==> config.mk <==
export PLATFORM = sky130hd
export DESIGN_NAME = object_hit_table
export DESIGN_NICKNAME = d
export VERILOG_FILES = /design/src/rtl/object_hit_table.sv
export SDC_FILE = /design/constraint.sdc
export NUM_CORES = 1
export LEC_CHECK = 0
export ABC_AREA = 1
export CAP_MARGIN = 20
export CORE_MARGIN = 1
export CORE_UTILIZATION = 30
export DETAILED_ROUTE_END_ITERATION = 16
export GPL_TIMING_DRIVEN = 0
export SYNTH_ARGS = -nofsm -noshare
export SYNTH_HDL_FRONTEND = slang
export SYNTH_SLANG_ARGS = --single-unit
==> constraint.sdc <==
create_clock -name Clk -period 4 [get_ports Clk]
set_clock_uncertainty 0.05 [all_clocks]
set_input_delay 1 -clock Clk [delete_from_list [all_inputs] [get_ports Clk]]
set_output_delay 1 -clock Clk [all_outputs]
set_load 0.02 [all_outputs]
==> src/rtl/object_hit_table.sv <==
// Per-pixel hit tester for a table of scrollable world-space object rectangles.
// Two-stage pipeline: screen->world mapping, then parallel rectangle compare with slot-0 priority.
module object_hit_table #(
    parameter  int N_OBJ = 8,
    parameter  int WX_W  = 12,
    parameter  int SCR_W = 10,
    localparam int IDX_W = (N_OBJ > 1) ? $clog2(N_OBJ) : 1
) (
    input  logic             Clk,
    input  logic             Reset_n,
    input  logic             frame_sync,
    input  logic [WX_W-1:0]  scroll_in,
    input  logic             pix_valid,
    input  logic [SCR_W-1:0] DrawX,
    input  logic [SCR_W-1:0] DrawY,
    input  logic             obj_we,
    input  logic [IDX_W-1:0] obj_idx,
    input  logic             obj_en,
    input  logic [WX_W-1:0]  obj_x,
    input  logic [SCR_W-1:0] obj_y,
    input  logic [SCR_W-1:0] obj_w,
    input  logic [SCR_W-1:0] obj_h,
    output logic             hit,
    output logic [IDX_W-1:0] hit_id,
    output logic [SCR_W-1:0] loc_x,
    output logic [SCR_W-1:0] loc_y,
    output logic             out_valid,
    output logic             overlap_flag
);

    logic             en_q [N_OBJ];
    logic [WX_W-1:0]  x_q  [N_OBJ];
    logic [SCR_W-1:0] y_q  [N_OBJ];
    logic [SCR_W-1:0] w_q  [N_OBJ];
    logic [SCR_W-1:0] h_q  [N_OBJ];

    logic [WX_W-1:0]  scroll_lat;
    logic [WX_W-1:0]  wx1;
    logic [SCR_W-1:0] y1;
    logic             v1;

    logic [N_OBJ-1:0] in_v;
    logic             any_hit;
    logic             multi_hit;
    logic [IDX_W-1:0] win_id;
    logic [SCR_W-1:0] win_lx;
    logic [SCR_W-1:0] win_ly;

    // Object table; out-of-range indices match no slot and are dropped.
    always_ff @(posedge Clk or negedge Reset_n) begin
        if (!Reset_n) begin
            for (int unsigned i = 0; i < N_OBJ; i++) begin
                en_q[i] <= 1'b0;
                x_q[i]  <= '0;
                y_q[i]  <= '0;
                w_q[i]  <= '0;
                h_q[i]  <= '0;
            end
        end else begin
            for (int unsigned i = 0; i < N_OBJ; i++) begin
                if (obj_we && obj_idx == IDX_W'(i)) begin
                    en_q[i] <= obj_en;
                    x_q[i]  <= obj_x;
                    y_q[i]  <= obj_y;
                    w_q[i]  <= obj_w;
                    h_q[i]  <= obj_h;
                end
            end
        end
    end

    always_ff @(posedge Clk or negedge Reset_n) begin
        if (!Reset_n) begin
            scroll_lat <= '0;
            wx1        <= '0;
            y1         <= '0;
            v1         <= 1'b0;
        end else begin
            if (frame_sync)
                scroll_lat <= scroll_in;
            wx1 <= WX_W'(DrawX) + scroll_lat;
            y1  <= DrawY;
            v1  <= pix_valid;
        end
    end

    // Right/bottom edges are summed one bit wider so objects at the world edge do not wrap.
    always_comb begin
        in_v = '0;
        for (int unsigned i = 0; i < N_OBJ; i++) begin
            in_v[i] = en_q[i]
                   && (wx1 >= x_q[i])
                   && ((WX_W+1)'(wx1) < (WX_W+1)'(x_q[i]) + (WX_W+1)'(w_q[i]))
                   && (y1 >= y_q[i])
                   && ((SCR_W+1)'(y1) < (SCR_W+1)'(y_q[i]) + (SCR_W+1)'(h_q[i]));
        end
    end

    // Scan from the highest slot down so the lowest hit index is the one left standing.
    always_comb begin
        any_hit   = 1'b0;
        multi_hit = 1'b0;
        win_id    = '0;
        win_lx    = '0;
        win_ly    = '0;
        for (int unsigned k = 0; k < N_OBJ; k++) begin
            if (in_v[N_OBJ-1-k]) begin
                if (any_hit)
                    multi_hit = 1'b1;
                any_hit = 1'b1;
                win_id  = IDX_W'(N_OBJ-1-k);
                win_lx  = SCR_W'(wx1 - x_q[N_OBJ-1-k]);
                win_ly  = y1 - y_q[N_OBJ-1-k];
            end
        end
    end

    always_ff @(posedge Clk or negedge Reset_n) begin
        if (!Reset_n) begin
            hit          <= 1'b0;
            hit_id       <= '0;
            loc_x        <= '0;
            loc_y        <= '0;
            out_valid    <= 1'b0;
            overlap_flag <= 1'b0;
        end else begin
            out_valid <= v1;
            hit       <= any_hit && v1;
            hit_id    <= (any_hit && v1) ? win_id : '0;
            loc_x     <= (any_hit && v1) ? win_lx : '0;
            loc_y     <= (any_hit && v1) ? win_ly : '0;
            if (frame_sync)
                overlap_flag <= 1'b0;
            else if (multi_hit && v1)
                overlap_flag <= 1'b1;
        end
    end

endmodule

# Word level (Yosys, flattened, before mapping)
# Index checks and enable logic that the tools add are counted.
# word_totals
ff_bits	405
input_bits	83
# op_classes
mux	51
n_lt_le_gt_ge	32
n_eq_ne	7
n_addsub	33
n_reduce_logical	44
# ops
operator	count
10-bit two-way mux	18
10-bit subtractor	16
12-bit by 10-bit adder with 13-bit output	8
12-bit by 13-bit less-than comparator with 1-bit output	8
12-bit >= comparator	8
10-bit by 10-bit adder with 11-bit output	8
10-bit by 11-bit less-than comparator with 1-bit output	8
10-bit >= comparator	8
1-bit logical AND	42
3-bit two-way mux	9
1-bit two-way mux	24
10-bit by 12-bit adder with 12-bit output	1
3-bit equality test, second input constant	4
3-bit by 2-bit equality test with 1-bit output, second input constant	2
3-bit by 1-bit equality test with 1-bit output, second input constant	1
3-bit zero test	1
2-bit nonzero test	1

# Depth between registers and ports, before layout
# Gate-level depths: netlist of the first run.
# logic_depth
word_depth	23
depth_mapped	33
ltp_nobuf	32

# Worst setup path before layout of the first run
# OpenSTA, ideal clock, no wires.
# synth_path
path_type	reg-to-reg
start	reg x_q[2] (netlist name)
end	reg loc_y[2]
path_slack_ns	0.465
n_path_buf	1
stages_incl_launch_ff	32
arrival_ns	3.345
synth_period_minus_slack_ns	3.535
path_cell_list	dfrtp_1 ha_1 nand3_1 nand2_1 a21oi_1 o21bai_1 nand2_1 nand2_1 nand2_1 nand2_1 nand2_1 nand2_1 nand2_1 nand2_1 nand2_1 a21oi_1 xor2_1 ha_1 inv_1 nor2_1 nor2_1 nor3_1 nor2_1 nand3_1 nand3_2 nor2_1 nand3_2 nand2_4 inv_6 buf_6 nand2_1 a21oi_2
# synth_between
elab_chain_cells	15
word_cells_on_any_way	25
classes_between	add/sub (1); order compare (2); mux (17); reduce/logical (5)
# synth_lines
item	line	rtl
start, declared	32	logic [WX_W-1:0] x_q [N_OBJ];
start signal, assigned by index	63	x_q[i] <= obj_x;
12-bit by 10-bit adder with 13-bit output or 12-bit >= comparator (tied branches)	93, 92	
12-bit by 13-bit less-than comparator with 1-bit output or 1-bit logical AND (tied branches)	93, 92	
1-bit logical AND (*)	93	&& ((WX_W+1)'(wx1) < (WX_W+1)'(x_q[i]) + (WX_W+1)'(w_q[i]))
1-bit logical AND (*)	94	&& (y1 >= y_q[i])
1-bit logical AND (*)	95	&& ((SCR_W+1)'(y1) < (SCR_W+1)'(y_q[i]) + (SCR_W+1)'(h_q[i]));
1-bit two-way mux (8 in a row)	107	if (in_v[N_OBJ-1-k]) begin
1-bit logical AND	131	loc_y <= (any_hit && v1) ? win_ly : '0;
10-bit two-way mux (*)	131	
end signal, assigned	131	
end, declared	26	output logic [SCR_W-1:0] loc_y,
# Every way passes the cells marked *; elsewhere a longest branch is shown, timed or not.
# A chain may end at the register's enable or synchronous reset.

# Worst setup path after layout of the first run
# layout_path
start	reg x_q[24] (netlist name)
end	reg loc_y[6]
# layout_between
elab_chain_cells	13
word_cells_on_any_way	21
classes_between	add/sub (1); order compare (2); mux (13); reduce/logical (5)
# layout_lines
item	line
12-bit by 10-bit adder with 13-bit output or 12-bit >= comparator (tied branches)	93, 92
12-bit by 13-bit less-than comparator with 1-bit output or 1-bit logical AND (tied branches)	93, 92
1-bit logical AND (*)	93
1-bit logical AND (*)	94
1-bit logical AND (*)	95
1-bit two-way mux (6 in a row)	107
1-bit logical AND	131
10-bit two-way mux (*)	131
# Marks and branches as above.

==> run metrics, run 1 <==
register area share after synthesis between 20% and 30%; Post-synth EDFFs 0; Synth area leader dfrtp_1; TritonCTS clock tree built; die area approximately 0.12 mm2; R2R Path End loc_y[6]; # H-tree levels 2; Layout area overhead 20.1%; layout cell share with drive strength beyond 1 9.79%; Final Max Slew Viols 0; initial antenna violation count 1; Final min period just over 4 ns; Fill cells approximately 12000; worst-path fanout max 6; Crit path top cell by count nand2_2; Netlist Area Pre-Place between 0.03 and 0.04 mm2; Final Power around 25 mW; ys async rst share 100%; reg-to-reg slack, setup -0.10 ns; Leak 20.4 nW; post-synth cell types 52; pwr/cell area 604 mW/mm2; Die H ~340 um; share of the synthesized area in the top cell type between 20% and 30%; TritonCTS Sinks 405; r2r worst-path depth 31; synth warn 0; Nets 5479; Final period util 103%; Critical Path RT 4.51 ns; worst path bufs/invs 2; HP Class in2async; Max Cap Violations 0; Syn Inst Count around 4600; final wirelength approximately 120000 um; slowest cell delay on critical path approximately 0.46 ns; Initial Util a little under a third; RR Startpoint x_q[24]; Critical Path End Type flip-flop; DR vias between 30000 and 40000; DR iter-0 viols between 2000 and 2500; clk root buf clkbuf_16; Net Count, Synth between 5000 and 6000; Worst-path clk slew approximately 0.070 ns; Min Hold Slack between 0.2 and 0.25 ns; CTS Buffer Depth 3; crit path kind reg2reg; Critical Path Slowest Stage Cell dfrtp_1; total CTS buffers 48; first-pass GRT wire length 177000 um; Area contributors post-synth dfrtp_1 29%, ha_1 18%, nand2_1 13%; vias per inst roughly 5; worst skew pair latency roughly 0.65 ns; Port Buffers approximately 110; run status finished, violations left; antenna-violating nets left 0; setup violators final 20; most frequent cells in the layout 1067 x nand2_1, 592 x inv_1, 500 x ha_1, 437 x o21ai_0, 401 x dfrtp_1; delay-heaviest family, CP simple AND/OR/NAND/NOR gates; Slew Limit Headroom between 10% and 20%; chip width 341 um; f_max between 200 and 250 MHz; violated checks setup timing; number of iterations in the first detailed-routing pass 5; Worst Max-Slew Pin Slew around 1.2 ns; crit path DAT 4.61 ns; ys flop type dfrtp_1; #FFs+latches synth between 400 and 500; detailed-route wire length per cell 18.4 um; RSZ-0062 raised after global routing yes; Detail Placement HPWL a little over 90000 um; all-layer global routing usage approximately a fifth; Worst Setup Slack, final -0.101 ns; Final Wtd Congestion 0.901; # rows between 100 and 150; Residual DRC 0; most common cell after layout, fill and taps aside nand2_1; Worst setup SP type flip-flop; num ports between 100 and 150; vias in the first global route 30860; core region area 0.114 mm2; Synth Area per Inst 7.47 um2; largest net degree at the start of global routing approximately 100; Congestion Overflow GR 0; peak supply drop about 320 uV; final hold vios 0
## repair_timing
action                     CTS  global route
pin swaps                   44           132
setup endpoints to repair   25            25
hold buffers                 0             0
gates cloned                 2             5
resized for setup          139           195
setup buffers               24            20
## report_power, final
part           total [mW]  switching [mW]  leakage (nW)  internal [mW]
Sequential           5.74           0.879          5.05           4.86
Clock                5.07            1.99         0.860           3.08
Combinational        14.3            8.58          14.5           5.68
Total                25.1            11.4          20.4           13.6
## cell type report
cell class / count / area [um2] / area share [%]
Antenna cell: 3 / 7.51 / 0.0181
Buffer: 102 / 515 / 1.24
Clock buffer: 63 / 1350 / 3.25
Clock inverter: 23 / 414 / 0.998
Inverter: 614 / 2320 / 5.60
Multi-Input combinational cell: 3506 / 22700 / 54.7
Sequential cell: 405 / 10100 / 24.4
Tap cell: 1512 / 1890 / 4.56
Timing Repair Buffer: 180 / 2140 / 5.17
## worst register-to-register path, delay by kind of cell, from the launching register on
family | cells | cell delay (ns)
compound gates | 4 | 0.55
fa+ha+maj | 2 | 0.49
flops | 1 | 0.46
xor+xnor | 1 | 0.17
simple gates | 22 | 2.03
buf+inv | 2 | 0.25
## cell families after synthesis
group,count (synthesis),share of synthesized area [%]
AND/OR/NAND/NOR,1750,20.8
AO/OA/AOI/OAI,939,14.6
XOR/XNOR,267,6.77
multiplexers,10,0.326
buffers and inverters,716,7.96
adder cells (fa/ha/maj),539,20.2
flip-flops,405,29.3
## through the flow
stage | utilization [%] | setup slack [ns] | instance area, um2 | setup TNS [ns] | cells
2_1_floorplan | - | 0.465 | 34600 | 0 | 4626
3_3_place_gp | 32.9 | -17.23 | 37500 | -6934.45 | 6245
3_5_place_dp | 33.4 | -0.628 | 38100 | -11.65 | 6268
4_1_cts | 35.5 | -0.0373 | 40600 | -0.349 | 6380
5_1_grt | 36.3 | -0.294 | 41500 | -5.74 | 6405
6_report | 36.3 | -0.101 | 41500 | -1.11 | 6408
## cell usage after synthesis, types with 6 or more instances
| master | n |
|---|---|
| nand4_1 | 52 |
| buf_2 | 15 |
| fa_1 | 33 |
| xor2_1 | 165 |
| or2_2 | 8 |
| dfrtp_1 | 405 |
| nor3_1 | 43 |
| a31oi_1 | 21 |
| nand3_2 | 8 |
| a21o_1 | 33 |
| nand3_1 | 165 |
| o21bai_1 | 24 |
| inv_1 | 596 |
| o21ai_1 | 17 |
| buf_1 | 6 |
| o21ai_0 | 447 |
| clkbuf_1 | 75 |
| nor2_1 | 262 |
| nand2_1 | 1185 |
| xnor2_1 | 102 |
| a21boi_0 | 7 |
| ha_1 | 506 |
| o2111ai_1 | 8 |
| mux2_2 | 10 |
| a21oi_1 | 347 |
| inv_2 | 17 |
| a21oi_2 | 12 |
## flip-flops by register name, summed over array words and instances, names as in the netlist, 12 cells and up
signal / flops
y_q: 80
wx1: 12
w_q: 80
scroll_lat: 12
x_q: 96
h_q: 80
## how the worst max path moves through the flow
| stage | from | cells after the start | endpoint | slack [ns] |
|---|---|---|---|---|
| finish | x_q[24] | 31 | loc_y[6] | -0.10 |
| global route | w_q[22] | 31 | loc_x[4] | -0.29 |
| CTS | x_q[14] | 31 | loc_x[6] | -0.04 |
| detailed placement | x_q[2] | 31 | loc_y[0] | -0.63 |
| global placement | Reset_n | 1 | scroll_lat[6] | -17.23 |
| floorplan | x_q[2] | 31 | loc_y[2] | 0.46 |
## routing by layer
| layer | wire length (um) | vias up | GRT usage [%] | part of all wire, % |
|---|---|---|---|---|
| met5 | 0 | - | 0 | 0 |
| met4 | 2770 | 0 | 5.18 | 2.3 |
| met3 | 8110 | 147 | 3.44 | 6.9 |
| met2 | 52300 | 905 | 31.4 | 44 |
| met1 | 54700 | 15418 | 27.7 | 46 |
| li1 | - | 15673 | - | - |
No activity file was read; power rests on OpenSTA's default activity.
==> run 2: changes to the inputs <==
--- a/config.mk
+++ b/config.mk
@@ -7,7 +7,6 @@
 export LEC_CHECK = 0
 export ABC_AREA = 1
 export CAP_MARGIN = 20
-export CORE_MARGIN = 1
 export CORE_UTILIZATION = 30
 export DETAILED_ROUTE_END_ITERATION = 16
 export GPL_TIMING_DRIVEN = 0
==> results of run 2 <==
Same layout as run 1: the final DEF is identical, and so are final timing and power.
